### src/rtl/nyan_pkg.sv
// rtl/nyan_pkg.sv - shared constants, VGA timing and loader FSM states for the tile path
package nyan_pkg;

  localparam int ROWS     = 32;
  localparam int ROW_BITS = 64;

  localparam int H_ACTIVE = 640;
  localparam int H_FRONT  = 16;
  localparam int H_SYNC   = 96;
  localparam int H_BACK   = 48;
  localparam int V_ACTIVE = 480;
  localparam int V_FRONT  = 10;
  localparam int V_SYNC   = 2;
  localparam int V_BACK   = 33;

  localparam int HDR_CLR_ERR = 7;
  localparam int HDR_ROW_LSB = 0;

  typedef enum logic [1:0] {
    S_IDLE = 2'd0,
    S_DATA = 2'd1,
    S_CSUM = 2'd2,
    S_PEND = 2'd3
  } state_e;

endpackage

### src/rtl/sync_edge.sv
// rtl/sync_edge.sv - multi-flop synchroniser for a strobed bus plus strobe rising-edge pulse
module sync_edge #(
  parameter int W      = 8,
  parameter int STAGES = 2
) (
  input  logic         clk,
  input  logic         rst_n,
  input  logic [W-1:0] d,
  input  logic         strb,
  output logic [W-1:0] q,
  output logic         evt
);

  // Strobe and data share one chain so they stay aligned at the last stage.
  logic [STAGES-1:0][W:0] chain;
  logic                   strb_dly;

  always_ff @(posedge clk or negedge rst_n) begin
    if (!rst_n) begin
      chain    <= '0;
      strb_dly <= 1'b0;
    end else begin
      chain    <= {chain[STAGES-2:0], {strb, d}};
      strb_dly <= chain[STAGES-1][W];
    end
  end

  assign q   = chain[STAGES-1][W-1:0];
  assign evt = chain[STAGES-1][W] & ~strb_dly;

endmodule

### src/rtl/tile_loader.sv
// rtl/tile_loader.sv - host byte port to tile-row writer, commits during vblank
// Optional trailing XOR checksum byte per row: TILE_LOADER_CHECKSUM_EN.
module tile_loader #(
  parameter int ROWS        = nyan_pkg::ROWS,
  parameter int ROW_BITS    = nyan_pkg::ROW_BITS,
  parameter int SYNC_STAGES = 2
) (
  input  logic                    clk,
  input  logic                    rst_n,
  input  logic [7:0]              din,
  input  logic                    din_cmd,
  input  logic                    din_strb,
  input  logic                    vblank,
  output logic                    wr_en,
  output logic [$clog2(ROWS)-1:0] wr_row,
  output logic [ROW_BITS-1:0]     wr_data,
  output logic                    busy,
  output logic                    err
);
  import nyan_pkg::*;

  localparam int BYTES = ROW_BITS / 8;
  localparam int ROW_W = $clog2(ROWS);
  localparam int CNT_W = (BYTES > 1) ? $clog2(BYTES) : 1;
  localparam logic [CNT_W-1:0] LAST_BYTE = CNT_W'(BYTES - 1);

  logic             evt;
  logic [8:0]       cap;
  logic             hdr_evt;
  logic             dat_evt;
  logic [7:0]       byte_q;
  logic             hdr_clr;
  logic [ROW_W-1:0] hdr_row;
  state_e           state;
  logic [CNT_W-1:0] cnt;
`ifdef TILE_LOADER_CHECKSUM_EN
  logic [7:0]       csum;
`endif

  sync_edge #(
    .W      (9),
    .STAGES (SYNC_STAGES)
  ) u_sync (
    .clk   (clk),
    .rst_n (rst_n),
    .d     ({din_cmd, din}),
    .strb  (din_strb),
    .q     (cap),
    .evt   (evt)
  );

  assign byte_q  = cap[7:0];
  assign hdr_evt = evt & cap[8];
  assign dat_evt = evt & ~cap[8];
  assign hdr_clr = byte_q[HDR_CLR_ERR];
  assign hdr_row = byte_q[HDR_ROW_LSB +: ROW_W];

  assign busy  = (state == S_PEND);
  assign wr_en = busy & vblank;

  always_ff @(posedge clk or negedge rst_n) begin
    if (!rst_n) begin
      state   <= S_IDLE;
      cnt     <= '0;
      wr_row  <= '0;
      wr_data <= '0;
      err     <= 1'b0;
`ifdef TILE_LOADER_CHECKSUM_EN
      csum    <= '0;
`endif
    end else if (hdr_evt && !busy) begin
      // A header mid-row aborts it; the clear bit still wins over the abort error.
      wr_row <= hdr_row;
      cnt    <= '0;
      state  <= S_DATA;
`ifdef TILE_LOADER_CHECKSUM_EN
      csum   <= '0;
`endif
      if (state != S_IDLE) err <= ~hdr_clr;
      else if (hdr_clr)    err <= 1'b0;
    end else begin
      case (state)
        S_IDLE: begin
          if (dat_evt) err <= 1'b1;
        end
        S_DATA: begin
          if (dat_evt) begin
            wr_data <= (wr_data << 8) | ROW_BITS'(byte_q);
            cnt     <= cnt + CNT_W'(1);
`ifdef TILE_LOADER_CHECKSUM_EN
            csum    <= csum ^ byte_q;
            if (cnt == LAST_BYTE) state <= S_CSUM;
`else
            if (cnt == LAST_BYTE) state <= S_PEND;
`endif
          end
        end
`ifdef TILE_LOADER_CHECKSUM_EN
        S_CSUM: begin
          if (dat_evt) begin
            if (byte_q == csum) begin
              state <= S_PEND;
            end else begin
              err   <= 1'b1;
              state <= S_IDLE;
            end
          end
        end
`endif
        S_PEND: begin
          if (evt)    err   <= 1'b1;
          if (vblank) state <= S_IDLE;
        end
        default: state <= S_IDLE;
      endcase
    end
  end

endmodule

### config.mk
export PLATFORM = sky130hd
export DESIGN_NAME = tile_loader
export DESIGN_NICKNAME = d
export VERILOG_FILES = /design/src/rtl/nyan_pkg.sv /design/src/rtl/sync_edge.sv /design/src/rtl/tile_loader.sv
export SDC_FILE = /design/constraint.sdc
export NUM_CORES = 1
export LEC_CHECK = 0
export ABC_AREA = 1
export BUFFER_PORTS_ARGS = -buffer_cell sky130_fd_sc_hd__buf_2
export CORE_MARGIN = 5
export CORE_UTILIZATION = 52
export CTS_CLUSTER_DIAMETER = 50
export DETAILED_ROUTE_END_ITERATION = 12
export PLACE_DENSITY = 0.88
export SLEW_MARGIN = 10
export SYNTH_ARGS = -nofsm -noshare
export SYNTH_HDL_FRONTEND = slang
export SYNTH_SLANG_ARGS = --single-unit
### constraint.sdc
create_clock -name clk -period 1.6 [get_ports clk]
set_input_delay 0.16 -clock clk [delete_from_list [all_inputs] [get_ports clk]]
set_output_delay 0.16 -clock clk [all_outputs]
set_load 0.02 [all_outputs]
==> metrics.txt, run 1 <==
antenna cells 0; Min-Delay Path Class input pin to flip-flop; P_leak 2.55 nW; Syn Nets 373; drt first-iter violations 103; share of cells above drive strength 1 0.241; die area roughly 8500 sq um; postcts setup bufs 0; CTS tree yes; Synth area leaders dfrtp_1 (68%), nand2_1 (18%), inv_1 (2.4%); vias in the first global route about 2,600; time the worst path needs with I/O delays and setup roughly 1.5 ns; worst-path maximum fanout 19; ys async rst share 1.00; row cnt 30; RePlAce Congestion 0.782; fin crit share 0.931; first-pass GRT wire length 12.6 mm; final routed DRC violation total 0; CTS Sinks 96; sequential fraction of the synthesis area 0.684; commonest non-fill, non-tap cell in the layout nand2_1; area occupied by multi-input gates 931 sq um; Antenna Nets Post-Route 0; # IOs 85; status finished, final reports clean; Sum Neg Setup Slack 0 ns; WL final between 7 and 8 mm; slew margin rel. 0.703; RSZ-0062 raised after global routing no; Nets 472; Chip Height 92.2 um; final hold vios 0; CTS resizes 0; most frequent cells in the layout nand2_1 (173), dfrtp_1 (96), buf_2 (83); fillers 537; TritonCTS Buffers 9; Setup crit start u_sync.chain[19]; Final Worst Setup Slack 0.111 ns; Slew @ Worst Pin roughly 0.44 ns; crit start category flip-flop; vias per cell 4.92; Top FF cell, synth dfrtp_1; Yosys warning count 0; Synth area leader dfrtp_1; critical path type flip-flop to flip-flop; Post-Syn Area per Cell 9.81 sq um; total of max-cap violations 0; Pwr Total 0.00613 W; Final Slew Violations 0; hold wc startpoint vblank; sum of net half-perimeters after detailed placement 5.06 mm; total grt overflow 0; skew final 0.0114 ns; initial antenna violation count 0; core area between 6000 and 7000 sq um; Reg area 2400 sq um; Mapped Area 3510 sq um; synth unique cells 19; GRT Util Overall 0.188; Initial Utilization 0.526; endpoints failing setup 0; Reg2Reg Launch Point u_sync.chain[19]; P per Cell Area 1400 nW/um^2; FMAX 672 MHz; hold buffers post-CTS 11; Die Width 92.2 um; number of enable flip-flop cells after synthesis 0; Skew-Pair Late Insertion Delay 0.35 ns; clk slew on worst S/H paths ~0.090 ns; router iterations before antenna repair 4; CTS max path bufs 2; DR WL/cell 13.9 um; fin util 0.654; CP required 1.85 ns; H-tree Lvls 3; Root Buffer clkbuf_8; Layout area overhead 24.4%; Post-Place Setup Slack ~0.14 ns; Worst EP arrival 1.74 ns; critical path endpoint category flip-flop; Synth Register Bits 96; VDD IR max 0.000882 V; Synth top area share 0.684; routed vias 2,664; PortBufs 84; Synth Instances 358; largest net degree at the start of global routing 54
-- worst max-delay path, cell delays in order (launching register included) --
cell,delay [ns]
dfrtp_1,0.39
inv_1,0.06
nor2_1,0.20
nand2_2,0.14
nor2_8,0.13
inv_2,0.06
buf_4,0.19
o21ai_0,0.17
nor2_1,0.05
-- layer usage --
| layer | share of wire | routed length [um] | GRT usage | up-vias |
|---|---|---|---|---|
| met1 | 0.41 | 3120 | 0.242 | 1268 |
| met2 | 0.49 | 3730 | 0.308 | 91 |
| li1 | - | - | - | 1288 |
| met3 | 0.072 | 547 | 0.0459 | 17 |
| met4 | 0.020 | 148 | 0.0730 | 0 |
| met5 | 0 | 0 | 0 | - |
-- cell usage after synthesis, types with 2 or more instances --
cell     number
buf_6         2
dfrtp_1      96
o21ai_0      16
nand2_1     173
o21ai_1      13
buf_2        11
ha_1          2
inv_2         3
nand3_1       5
nor2_1        7
inv_1        22
-- cell type report --
class	instances	share of cell area
repair buffers	102	0.143
well taps	80	0.0229
clock inverters	3	0.0149
clock buffers	12	0.0355
inverters	25	0.0215
multi-input cells	223	0.213
flip-flops and latches	96	0.550
-- path summary, 6_finish.rpt --
path	to	slack, ns	cells past startpoint
worst max-delay path	cnt[0]	0.11	8
worst min-delay path	state[1]	0.08	4
worst max register to register	cnt[0]	0.11	8
worst min register to register	u_sync.q[7]	0.35	0
max in group asynchronous	u_sync.chain[2]	0.70	3
min in group asynchronous	wr_data[32]	0.31	2
-- power by group --
group	internal [W]	switching, W
Sequential	0.00277	0.000259
Combinational	0.000443	0.000929
Clock	0.000956	0.000773
-- state kept, by name (all words and copies together) (netlist names) --
register and count:
cnt 3, wr_row 5, u_sync.strb_dly 1, u_sync.chain 11, err 1, state 2
wr_data 64, u_sync.q 9
-- metrics by stage --
stage          area (sq um)  hold WS, ns  cells
3_5_place_dp           4040        0.134    515
5_1_grt                4370       0.0868    541
4_1_cts                4370       0.0695    541
6_report               4370       0.0797    541
3_3_place_gp           4040        0.133    515
2_1_floorplan          3510       -0.136    358
-- cell families (layout without fill, tap and decap cells) --
logic type / after synthesis / in the layout / synth area share
simple gates: 189 / 189 / 0.211
compound gates: 32 / 32 / 0.0470
flops: 96 / 96 / 0.684
buf+inv: 39 / 142 / 0.0509
fa+ha+maj: 2 / 2 / 0.00712
Power figures use the tool's default switching activity.
==> run 2, diff against run 1 <==
- RECOVER_POWER: unset -> 25
- SLEW_MARGIN: 10 -> 30
==> run 2 against run 1 <==
  * First-iteration DRC count up 1.9%
  * Largest power group unchanged
  * Sequential power about the same
  * Highest routed layer unchanged
  * Global-route usage unchanged
  * Critical path depth unchanged
  * Clock-buffer cell count unchanged
  * Final area down 0.34%
  * Critical endpoint unchanged
  * Combinational power about the same
  * Worst hold slack better by 0.00079 ns
  * Sequential share of layout area up 0.19 points
  * Wire length down 0.62%
  * Core utilization down 0.22 points
==> metrics.txt, run 2 (synthesized netlist as in run 1, its figures left out) <==
largest reg by FF count wr_data; fin util 0.652; Die Width 92.2 um; TritonCTS Buffers 9; # IOs 85; Initial Utilization 0.526; most frequent cells in the layout nand2_1 (173), dfrtp_1 (96), buf_2 (82); fillers 540; antenna cells 0; Chip Height 92.2 um; commonest non-fill, non-tap cell in the layout nand2_1; drt first-iter violations 105; Setup crit start u_sync.chain[19]; Flop pwr share 0.495; P_leak 2.54 nW; sum of net half-perimeters after detailed placement a little over 5 mm; GRT Util Overall 0.188; Sw Ratio 0.320; final routed DRC violation total 0; RSZ-0062 raised after global routing no; P per Cell Area 1410 nW/um^2; crit start category flip-flop; CTS max path bufs 2; endpoints failing setup 0; Pwr Total 0.00613 W; Net Switching 0.00196 W; R2R setup slack 0.11 ns; clk slew on worst S/H paths ~0.090 ns; Slew @ Worst Pin 0.834 ns; Worst EP arrival 1.74 ns; fin crit share 0.932; skew final 0.00935 ns; Root Buffer clkbuf_8; final hold vios 0; FMAX 671 MHz; time the worst path needs with I/O delays and setup 1.49 ns; hold wc startpoint vblank; core area 6680 sq um; combinational share of power 0.223; PortBufs 84; RePlAce Congestion roughly 0.78; Reg2Reg Launch Point u_sync.chain[19]; initial antenna violation count 0; Internal 0.00417 W; first-pass GRT wire length 12.6 mm; total of max-cap violations 0; Reg2Reg Depth 8; WHS Endpoint state[1]; Layout area overhead 24.0%; total grt overflow 0; row cnt 30; Sum Neg Setup Slack 0 ns; Nets 472; H-tree Lvls 3; postcts setup bufs 0; Min Hold Slack 0.0805 ns; largest net degree at the start of global routing 54; share of cells above drive strength 1 0.239; Antenna Nets Post-Route 0; vias in the first global route 2,556; VDD IR max about 0.00088 V; WL final 7.50 mm; max reg flops 64; Reg-to-Reg End cnt[0]; die area around 8500 sq um; status finished, final reports clean; DR WL/cell 13.9 um; fin area between 4000 and 5000 sq um; CP required approximately 1.9 ns; Post-DP Area 4040 sq um; Final Slew Violations 0; critical path endpoint category flip-flop; hold buffers post-CTS 11; CTS tree yes; router iterations before antenna repair 4; CTS Sinks 96; CTS resizes 0; Min-Delay Path Class input pin to flip-flop; Skew-Pair Late Insertion Delay 0.35 ns; vias per cell roughly 5; WHS Path Cells 4; slew margin rel. 0.444; routed vias 2,645; worst-path maximum fanout 19; critical path type flip-flop to flip-flop; clock network power share 0.283
run 2: changes by cell type in the layout (fill, tap and decap cells not counted), sizes merged:
cell / previous run / this run
buf: 91 / 88
clkbuf: 12 / 15
run 2: metal layers:
layer | share of wire | up-vias | wire length, um | GRT usage
met3 | 0.066 | 17 | 492 | 0.0459
met4 | 0.020 | 0 | 148 | 0.0730
met1 | 0.41 | 1261 | 3100 | 0.242
li1 | - | 1289 | - | -
met2 | 0.50 | 78 | 3760 | 0.308
met5 | 0 | - | 0 | 0
run 2: metrics by stage:
| stage | instances | setup slack (ns) |
|---|---|---|
| 2_1_floorplan | 358 | 0.360 |
| 3_3_place_gp | 515 | 0.236 |
| 3_5_place_dp | 515 | 0.136 |
| 4_1_cts | 541 | 0.106 |
| 5_1_grt | 541 | 0.0122 |
| 6_report | 541 | 0.109 |
run 2: power by group through the flow:
stage | Combinational, W | Clock (W) | Sequential [W]
detailed placement | 0.00136 | 0 | 0.00307
finish | 0.00136 | 0.00173 | 0.00303
global route | 0.00151 | 0.00185 | 0.00308
floorplan | 0.000470 | 0 | 0.00340
global placement | 0.00130 | 0 | 0.00306
CTS | 0.00139 | 0.00176 | 0.00303
run 2: cell type report:
class / count / area [sq um] / share of cell area
multi-input cells: 223 / 931 / 0.214
clock inverters: 3 / 65.1 / 0.0149
well taps: 80 / 100 / 0.0230
repair buffers: 102 / 608 / 0.140
inverters: 25 / 93.8 / 0.0215
flip-flops and latches: 96 / 2400 / 0.552
clock buffers: 12 / 155 / 0.0356
run 2: how the worst max path moves through the flow:
stage | slack, ns | cells after the start | endpoint
after CTS | 0.11 | 8 | cnt[0]
after floorplan | 0.36 | 7 | wr_data[14]
after global placement | 0.24 | 8 | cnt[0]
after global routing | 0.01 | 8 | cnt[0]
after detailed placement | 0.14 | 8 | cnt[0]
final | 0.11 | 8 | cnt[0]
run 2: critical path: stages (launching register included):
cell and delay (ns):
dfrtp_1 0.38, inv_1 0.06, nor2_1 0.20, nand2_2 0.14, nor2_8 0.13, inv_2 0.06
buf_4 0.19, o21ai_0 0.17, nor2_1 0.05
